<file path="src/rtl/fm_dll_pkg.sv">
// Shared definitions for the FMDLL control path: FMC decision encoding,
// control-state encoding and the default delay-code width.
package fm_dll_pkg;

    localparam int unsigned CODE_W_DEF = 6;

    localparam logic [1:0] SEL_HOLD = 2'b00;
    localparam logic [1:0] SEL_UP   = 2'b01;
    localparam logic [1:0] SEL_DN   = 2'b10;

    typedef enum logic [1:0] {
        ST_IDLE   = 2'b00,
        ST_COARSE = 2'b01,
        ST_FINE   = 2'b10,
        ST_LOCKED = 2'b11
    } state_t;

endpackage

</file>
<file path="src/rtl/fm_sync_edge.sv">
// Two-flop synchroniser for an asynchronous level, followed by a
// rising-edge detector that pulses for one cycle per synchronised rise.
module fm_sync_edge (
    input  logic i_clk,
    input  logic i_rst,
    input  logic i_d,
    output logic o_rise
);

    logic r_s1;
    logic r_s2;
    logic r_s3;

    always_ff @(posedge i_clk or posedge i_rst) begin
        if (i_rst) begin
            r_s1 <= 1'b0;
            r_s2 <= 1'b0;
            r_s3 <= 1'b0;
        end else begin
            r_s1 <= i_d;
            r_s2 <= r_s1;
            r_s3 <= r_s2;
        end
    end

    assign o_rise = r_s2 & ~r_s3;

endmodule

</file>
<file path="src/rtl/fm_delay_ctrl.sv">
// FMDLL delay-code controller: turns FMC Sel decisions (one per DIV_M rise)
// into coarse/fine code steps with saturation and lock detection.
module fm_delay_ctrl
    import fm_dll_pkg::*;
#(
    parameter int unsigned CODE_W      = CODE_W_DEF,
    parameter int unsigned COARSE_STEP = 4,
    parameter int unsigned FILT_N      = 4,
    parameter int unsigned LOCK_CNT    = 8
) (
    input  logic              CLK_out,
    input  logic              rst,
    input  logic              en,
    input  logic              DIV_M,
    input  logic [1:0]        Sel,
    output logic [CODE_W-1:0] code,
    output logic              lock,
    output logic [1:0]        state,
    output logic              step_pulse,
    output logic              sat
);

    localparam int unsigned FCNT_W = $clog2(FILT_N + 1);
    localparam int unsigned QCNT_W = $clog2(LOCK_CNT + 1);

    localparam logic [CODE_W-1:0] MID    = {1'b1, {(CODE_W-1){1'b0}}};
    localparam logic [CODE_W:0]   MAX_C  = {1'b0, {CODE_W{1'b1}}};
    localparam logic [CODE_W:0]   STEP_C = (CODE_W+1)'(COARSE_STEP);
    localparam logic [CODE_W:0]   ONE_C  = (CODE_W+1)'(1);
    localparam logic [FCNT_W-1:0] FTOP   = FCNT_W'(FILT_N);
    localparam logic [QCNT_W-1:0] QLAST  = QCNT_W'(LOCK_CNT - 1);

    logic              w_rise;
    logic [1:0]        r_sel_s1;
    logic [1:0]        r_sel_s2;
    logic              r_dec_vld;
    logic [1:0]        r_dec;

    state_t            r_state;
    logic [CODE_W-1:0] r_code;
    logic              r_lock;
    logic              r_step;
    logic              r_sat;
    logic              r_last_vld;
    logic              r_last_up;
    logic              r_fdir_up;
    logic [FCNT_W-1:0] r_fcnt;
    logic [QCNT_W-1:0] r_qcnt;

    logic              w_up;
    logic              w_dn;
    logic              w_move;
    logic              w_rev;
    logic              w_at_bound;
    logic              w_clamp;
    logic              w_fstep;
    logic [CODE_W:0]   w_mag;
    logic [CODE_W:0]   w_wide;
    logic [CODE_W-1:0] w_tgt;
    logic [FCNT_W-1:0] w_fcnt_nx;

    fm_sync_edge u_div_sync (
        .i_clk  (CLK_out),
        .i_rst  (rst),
        .i_d    (DIV_M),
        .o_rise (w_rise)
    );

    // Sel is latched on the detected edge; it is stable well before DIV_M rises.
    always_ff @(posedge CLK_out or posedge rst) begin
        if (rst) begin
            r_sel_s1  <= '0;
            r_sel_s2  <= '0;
            r_dec_vld <= 1'b0;
            r_dec     <= '0;
        end else begin
            r_sel_s1  <= Sel;
            r_sel_s2  <= r_sel_s1;
            r_dec_vld <= w_rise & en;
            if (w_rise) begin
                r_dec <= r_sel_s2;
            end
        end
    end

    assign w_up       = (r_dec == SEL_UP);
    assign w_dn       = (r_dec == SEL_DN);
    assign w_move     = r_dec_vld & (w_up | w_dn);
    assign w_rev      = w_move & r_last_vld & (r_last_up != w_up);
    assign w_at_bound = (w_up & (r_code == '1)) | (w_dn & (r_code == '0));

    always_comb begin
        w_mag   = (r_state == ST_COARSE && !w_rev) ? STEP_C : ONE_C;
        w_wide  = {1'b0, r_code};
        w_tgt   = r_code;
        w_clamp = 1'b0;
        if (w_up) begin
            w_wide = {1'b0, r_code} + w_mag;
            if (w_wide > MAX_C) begin
                w_tgt   = '1;
                w_clamp = 1'b1;
            end else begin
                w_tgt = w_wide[CODE_W-1:0];
            end
        end else if (w_dn) begin
            if ({1'b0, r_code} < w_mag) begin
                w_tgt   = '0;
                w_clamp = 1'b1;
            end else begin
                w_wide = {1'b0, r_code} - w_mag;
                w_tgt  = w_wide[CODE_W-1:0];
            end
        end
    end

    always_comb begin
        w_fcnt_nx = '0;
        if (w_move) begin
            if (r_fcnt != '0 && r_fdir_up == w_up) begin
                w_fcnt_nx = r_fcnt + 1'b1;
            end else begin
                w_fcnt_nx = FCNT_W'(1);
            end
        end
    end

    assign w_fstep = w_move & (w_fcnt_nx == FTOP);

    always_ff @(posedge CLK_out or posedge rst) begin
        if (rst) begin
            r_state    <= ST_IDLE;
            r_code     <= MID;
            r_lock     <= 1'b0;
            r_step     <= 1'b0;
            r_sat      <= 1'b0;
            r_last_vld <= 1'b0;
            r_last_up  <= 1'b0;
            r_fdir_up  <= 1'b0;
            r_fcnt     <= '0;
            r_qcnt     <= '0;
        end else begin
            r_step <= 1'b0;
            if (!en) begin
                r_state    <= ST_IDLE;
                r_lock     <= 1'b0;
                r_last_vld <= 1'b0;
                r_fcnt     <= '0;
                r_qcnt     <= '0;
            end else begin
                case (r_state)
                    ST_IDLE: begin
                        r_state <= ST_COARSE;
                    end
                    ST_COARSE: begin
                        if (w_move) begin
                            r_code     <= w_tgt;
                            r_step     <= (w_tgt != r_code);
                            r_sat      <= w_clamp;
                            r_last_vld <= 1'b1;
                            r_last_up  <= w_up;
                            if (w_rev || w_clamp) begin
                                r_state <= ST_FINE;
                                r_fcnt  <= '0;
                                r_qcnt  <= '0;
                            end
                        end else if (r_dec_vld) begin
                            r_sat <= 1'b0;
                        end
                    end
                    ST_FINE, ST_LOCKED: begin
                        if (r_dec_vld) begin
                            r_fdir_up <= w_up;
                            if (w_fstep) begin
                                r_code <= w_tgt;
                                r_step <= (w_tgt != r_code);
                                r_sat  <= w_clamp;
                                r_fcnt <= '0;
                                r_qcnt <= '0;
                                if (r_state == ST_LOCKED) begin
                                    r_state <= ST_FINE;
                                    r_lock  <= 1'b0;
                                end
                            end else begin
                                r_fcnt <= w_fcnt_nx;
                                r_sat  <= w_at_bound;
                                if (r_state == ST_FINE) begin
                                    if (r_qcnt == QLAST) begin
                                        r_state <= ST_LOCKED;
                                        r_lock  <= 1'b1;
                                        r_qcnt  <= '0;
                                    end else begin
                                        r_qcnt <= r_qcnt + 1'b1;
                                    end
                                end
                            end
                        end
                    end
                    default: r_state <= ST_IDLE;
                endcase
            end
        end
    end

    assign code       = r_code;
    assign lock       = r_lock;
    assign state      = r_state;
    assign step_pulse = r_step;
    assign sat        = r_sat;

endmodule

</file>
<file path="config.mk">
export PLATFORM = sky130hd
export DESIGN_NAME = fm_delay_ctrl
export DESIGN_NICKNAME = d
export VERILOG_FILES = /design/src/rtl/fm_dll_pkg.sv /design/src/rtl/fm_sync_edge.sv /design/src/rtl/fm_delay_ctrl.sv
export SDC_FILE = /design/constraint.sdc
export NUM_CORES = 1
export LEC_CHECK = 0
export CORE_ASPECT_RATIO = 1.75
export CORE_MARGIN = 8
export CORE_UTILIZATION = 30
export CTS_BUF_LIST = sky130_fd_sc_hd__clkbuf_4 sky130_fd_sc_hd__clkbuf_8 sky130_fd_sc_hd__clkbuf_16
export CTS_CLUSTER_SIZE = 20
export DETAILED_ROUTE_END_ITERATION = 8
export PLACE_DENSITY = 0.57
export SLEW_MARGIN = 20
export SYNTH_ARGS = -nofsm -noshare
export SYNTH_HDL_FRONTEND = slang
export SYNTH_SLANG_ARGS = --single-unit
</file>
<file path="constraint.sdc">
create_clock -name CLK_out -period 3.9 [get_ports CLK_out]
set_input_delay 0.585 -clock CLK_out [delete_from_list [all_inputs] [get_ports CLK_out]]
set_output_delay 0.585 -clock CLK_out [all_outputs]
set_load 0.05 [all_outputs]
</file>
==> reports/qor.txt, run 1 <==
Area grow syn2layout: 18.2%
RSZ-0062 raised after global routing: no
WL/cell: 15.2 um
Clk slew on worst S/H paths: 0.06 ns
Critical Path RT: 4.07 ns
Via count: 1,675
Post_cts resized: 0
Antenna-violating nets left: 0
Initial core utilization: 0.309
CP max-delay cell: a31oi_1
Min cycle time layout: 3.29 ns
FF+latch count, synth: 31
Ys Warns: 0
Antenna violations before repair: 0
Endpoints failing setup: 0
CTS Hold Buffers Added: 0
CP bufs+invs: 2
Sequential power share: 0.348
Psw: 0.000450 W
DR iter-0 viols: 66
Slew Viols, Final: 0
Mapped Area: 2010 um^2
Final Hold Viols: 0
First-pass GRT wire length: 8.18 mm
RePlAce Congestion: 0.923
Global route overflow: 0
CTS Buf Count: 5
Peak supply drop: 329 uV
R2R depth: 13
Vias in the first global route: 1,750
Stages on worst setup path: 13
DRT Pass-1 Iters: 5
Startpoint types: flop
Synthesized area per cell: 9.16 um^2
EDFF count, synth: 0
Setup crit start: r_dec[0]
IO Pins: 17
CP top delay family: compound AO/OA/AOI/OAI gates
Pint: 0.000759 W
Die ar.: 9660 um^2
Die width: 77.8 um
Max-Slew Margin vs Limit: 0.661
Final #Nets: 251
Logic pwr share: 0.331
Async set-reset flop share out of synthesis: 1.00
Worst Tran Pin Value: 0.506 ns
CP Cell Sequence: inv_1, ha_1, nor2b_1, a31oi_1, inv_1, ha_1, ha_1, nand2b_1, a21oi_1, nor2_1, mux2_2, a221o_1, o31a_1
HPWL after detailed placement: 3.52 mm
Share of layout cells above drive strength 1: 0.106
Maximum clock rate: 0.304 GHz
Layout Skew: 0.00658 ns
# diodes: 0
PD cells: 510 nW/um^2
Cell mode on critical path: ha_1
CP Max Fanout: 5
Sw Ratio: 0.372
Path type of the worst setup path: flop to flop
Register Area: 777 um^2
Worst Hold Depth: 0
Critical Path Max Stage Delay: 0.38 ns
Hold_sp: r_sel_s1[0]
CTS max path bufs: 2
Cell row count: 39
Post-CTS Setup Bufs: 0
Largest net degree at the start of global routing: 32
Power share of the clock group: 0.321
Clock Sinks: 31
Multi-input gate area: 1120 um^2
Worst-skew pair later-pin latency: 0.28 ns
Residual DRC count: 0
Core Footprint: 6490 um^2
Worst min path class: flop to flop
CTS root buf: clkbuf_16
Post-Syn Instances: 219
Syn_nets: 236
Top FF cell, synth: dfrtp_1
Setup_tns: 0 ns
Wirelength, routed: 4.81 mm
Crit end category: flop
CTS tree: done
R2r startpoint: r_dec[0]
Die Y: 124 um
I/O Buffers: 16
Fill cells: 661
H-tree depth: 2
Period Utilization, post-route: 0.842
Outcome: finished, final reports clean
Overall Global Routing Usage: 0.106
CP arrival: 3.45 ns
Sequential area share after synthesis: 0.387
Synth unique cells: 49
Final Power: 0.00121 W
Leak Pwr: 0.991 nW
MaxCap Viol Count: 0
Via density: 5.28
==> placed cells by master, fill, tap and decap left out, drive strengths merged, types with 2 or more instances in the layout <==
cell type,n
a21o,3
a21oi,15
a22o,3
a31oi,7
a32o,6
and2,4
buf,3
clkbuf,6
clkdlybuf4s50,16
dfrtp,30
ha,11
inv,12
mux2,4
mux2i,2
nand2,18
nand2b,9
nand3,7
nand4,3
nor2,15
nor2b,10
nor3,7
o211ai,2
o21ai,14
o22ai,2
o31a,2
xnor2,2
xor2,4
==> worst register-to-register path, cell delays in order, from the launching register on <==
cell and delay, ns:
dfrtp_1 0.35, inv_1 0.06, ha_1 0.34, nor2b_1 0.08, a31oi_1 0.38, inv_1 0.16
ha_1 0.22, ha_1 0.18, nand2b_1 0.21, a21oi_1 0.30, nor2_1 0.06, mux2_2 0.26
a221o_1 0.29, o31a_1 0.27
==> Yosys cell counts (all sizes together) (3+ instances only) <==
library cell  instances  share of area
mux2                  4          0.024
nor3                  7          0.020
a31oi                 7          0.022
clkbuf                6          0.013
nand3                 7          0.017
xor2                  4          0.017
a21oi                15          0.037
a21o                  3          0.011
inv                  12          0.022
a22o                  3          0.013
nand2b                9          0.028
and2                  4          0.012
dfrtp                30           0.37
buf                   5          0.020
nand4                 3         0.0094
nor2                 15          0.028
nor2b                10          0.032
nand2                18          0.034
a32o                  6          0.030
o21ai                14          0.035
ha                   11          0.069
==> cells by family (layout without fill, tap and decap cells) <==
family,count (synthesis),in the layout,synth area share
adder cells (fa/ha/maj),11,11,0.0686
AND/OR/NAND/NOR,81,81,0.220
AO/OA/AOI/OAI,61,61,0.208
XOR/XNOR,6,6,0.0262
multiplexers,6,6,0.0343
flip-flops,31,31,0.387
buffers and inverters,23,39,0.0555
==> metal layers <==
layer,routed length (um),vias to the layer above,global-route usage
li1,-,811,-
met1,1900,813,0.107
met2,2580,37,0.192
met4,152,0,0.0641
met5,0,-,0
met3,166,14,0.0275
==> path summary, 6_finish.rpt <==
kind / end / slack, ns
min in group asynchronous: r_qcnt[0] / 0.70
max in group asynchronous: code[5] / 2.87
worst max register to register: step_pulse / 0.61
worst min register to register: r_sel_s2[0] / 0.35
worst min-delay path: r_sel_s2[0] / 0.35
worst max-delay path: step_pulse / 0.61
==> stage by stage <==
step | util | instance area, um^2 | worst slack [ns] | hold WS [ns] | instances
floorplan | - | 2010 | 0.760 | 0.331 | 219
global placement | 0.343 | 2220 | 0.718 | 0.332 | 309
detailed placement | 0.343 | 2220 | 0.656 | 0.335 | 309
CTS | 0.365 | 2370 | 0.633 | 0.347 | 317
global route | 0.365 | 2370 | 0.222 | 0.360 | 317
finish | 0.365 | 2370 | 0.615 | 0.345 | 317
==> flip-flops by register name (all words and copies together) (netlist names), 2 cells and up <==
| name | cells |
|---|---|
| r_dec | 2 |
| r_qcnt | 4 |
| state | 2 |
| code | 6 |
| r_sel_s2 | 2 |
| r_fcnt | 3 |
| r_sel_s1 | 2 |
==> power by group through the flow <==
| stage | Combinational [W] | Sequential (W) | Clock [W] |
|---|---|---|---|
| CTS | 0.000400 | 0.000421 | 0.000398 |
| detailed placement | 0.000398 | 0.000426 | 0 |
| global placement | 0.000400 | 0.000425 | 0 |
| floorplan | 0.000275 | 0.000451 | 0 |
| finish | 0.000400 | 0.000421 | 0.000388 |
| global route | 0.000438 | 0.000427 | 0.000412 |
==> area by class of cell <==
type	count	area share
multi-input cells	165	0.471
clock buffers	6	0.0560
repair buffers	19	0.0771
inverters	12	0.0190
clock inverters	2	0.00528
well taps	82	0.0433
flip-flops and latches	31	0.328
No activity file was read; power rests on OpenSTA's default activity.
==> run 2: changes to the inputs <==
==> constraint.sdc (replaced) <==
create_clock -name CLK_out -period 3.2 [get_ports CLK_out]
set_input_delay 0.48 -clock CLK_out [delete_from_list [all_inputs] [get_ports CLK_out]]
set_output_delay 0.48 -clock CLK_out [all_outputs]
set_load 0.05 [all_outputs]
==> run 2 against run 1 <==
Net effect: clock-buffer cell count decreased by 1; critical path depth unchanged; first-iteration DRC count rose by 32%; sequential power rose by 19%; global-route usage is 0.47 points higher.
==> reports/qor.txt, run 2 (synthesized netlist as in run 1, its figures left out) <==
Power share of the clock group: 0.347
Die ar.: 9660 um^2
Share of layout cells above drive strength 1: 0.137
CP Max Fanout: 5
Clock Sinks: 31
Final #Nets: 257
HPWL after detailed placement: 3.89 mm
R2r startpoint: r_dec[0]
Area grow syn2layout: 22.0%
Psw: 0.000563 W
Peak supply drop: 432 uV
Final Power: 0.00157 W
Worst Tran Pin Value: 0.806 ns
Clk slew on worst S/H paths: 0.06 ns
CTS Buf Count: 5
Die Y: 124 um
Most frequent cells in the layout: dfrtp_1 (30), nand2_1 (18), clkdlybuf4s50_1 (16)
Antenna violations before repair: 0
Worst min path class: flop to flop
Sequential power share: 0.320
Wirelength, routed: 5.14 mm
DR iter-0 viols: 87
Vias in the first global route: 1,725
Period Utilization, post-route: 0.962
PD cells: 643 nW/um^2
Initial core utilization: 0.309
Max-Slew Margin vs Limit: 0.462
CTS Hold Buffers Added: 0
Pint: 0.00101 W
RePlAce Congestion: 0.873
# diodes: 0
Setup_tns: 0 ns
Residual DRC count: 0
Final Hold Viols: 0
Post-layout util: 0.377
WL/cell: 15.9 um
IO Pins: 17
CP arrival: 3.24 ns
Die width: 77.8 um
I/O Buffers: 16
MaxCap Viol Count: 0
Slew Viols, Final: 0
Fill cells: 649
Worst-skew pair later-pin latency: 0.28 ns
Post_cts resized: 0
First-pass GRT wire length: 8.32 mm
Commonest non-fill, non-tap cell in the layout: dfrtp_1
Max reg flops: 6
Global route overflow: 0
Maximum clock rate: 0.325 GHz
Via density: 5.20
Outcome: finished, final reports clean
Post-CTS Setup Bufs: 0
Startpoint types: flop
Via count: 1,680
Logic pwr share: 0.333
Overall Global Routing Usage: 0.111
Leak Pwr: 1.03 nW
Layout Skew: 0.00503 ns
CTS tree: done
Critical Path RT: 3.37 ns
H-tree depth: 2
Antenna-violating nets left: 0
Path type of the worst setup path: flop to flop
Crit end category: flop
Largest net degree at the start of global routing: 22
Hold_sp: r_sel_s1[1]
DRT Pass-1 Iters: 4
Sw Ratio: 0.357
Endpoints failing setup: 0
CTS max path bufs: 2
Cell row count: 39
Setup crit start: r_dec[0]
Core Footprint: 6490 um^2
Min cycle time layout: 3.08 ns
CTS root buf: clkbuf_16
[run 2: cell types whose count changed in the layout (fill, tap and decap cells not counted)]
cell | before | now
a2111oi_0 | 1 | 0
a2111oi_2 | 0 | 1
buf_4 | 3 | 9
bufinv_16 | 0 | 1
clkbuf_4 | 1 | 0
clkinv_4 | 0 | 1
clkinvlp_4 | 1 | 0
nor2b_1 | 9 | 8
nor2b_2 | 1 | 2
[run 2: layout make-up]
class	count	area (um^2)	share of cell area
inverter	12	45.0	0.0184
sequential	31	777	0.317
tap	82	103	0.0419
timing repair buffer	25	228	0.0930
clock buffer	5	125	0.0511
multi-input combinational	165	1130	0.460
clock inverter	3	43.8	0.0179
[run 2: worst max-delay path, cell delays in order (launching register included)]
cell and delay (ns):
dfrtp_1 0.36, inv_1 0.06, ha_1 0.33, nor2b_1 0.08
a31oi_1 0.18, inv_1 0.11, ha_1 0.21, ha_1 0.19
nand2b_1 0.21, and3_2 0.27, a2111oi_2 0.40, a21oi_1 0.13
xnor2_1 0.15, o31a_1 0.30
[run 2: final timing paths]
path,end,slack (ns),depth (start not counted)
worst max-delay path,step_pulse,0.12,13
worst min-delay path,r_sel_s2[1],0.35,0
worst max register to register,step_pulse,0.12,13
worst min register to register,r_sel_s2[1],0.35,0
max in group asynchronous,r_qcnt[3],1.87,3
min in group asynchronous,r_qcnt[2],0.66,2
[run 2: metrics by stage]
step	std cells	setup WS [ns]	hold WS [ns]	area [um^2]
2_1_floorplan	219	0.0603	0.331	2010
3_3_place_gp	315	0.198	0.333	2270
3_5_place_dp	315	0.132	0.335	2270
4_1_cts	323	0.0738	0.347	2440
5_1_grt	323	-0.0739	0.356	2450
6_report	323	0.121	0.346	2450
[run 2: power groups by stage]
| stage | sequential, W | combinational (W) | clock, W |
|---|---|---|---|
| after floorplan | 0.000550 | 0.000335 | 0 |
| after global placement | 0.000507 | 0.000510 | 0 |
| after CTS | 0.000501 | 0.000511 | 0.000559 |
| after global routing | 0.000508 | 0.000576 | 0.000574 |
| final | 0.000503 | 0.000525 | 0.000547 |
| after detailed placement | 0.000508 | 0.000510 | 0 |
[run 2: routing by layer]
layer  wire length (um)  up-vias  part of all wire  track usage
li1                   -      825                 -            -
met1               1970      809              0.38        0.107
met2               2850       33              0.55        0.212
met3                167       13             0.033       0.0231
met4                155        0             0.030       0.0653
met5                  0        -                 0            0
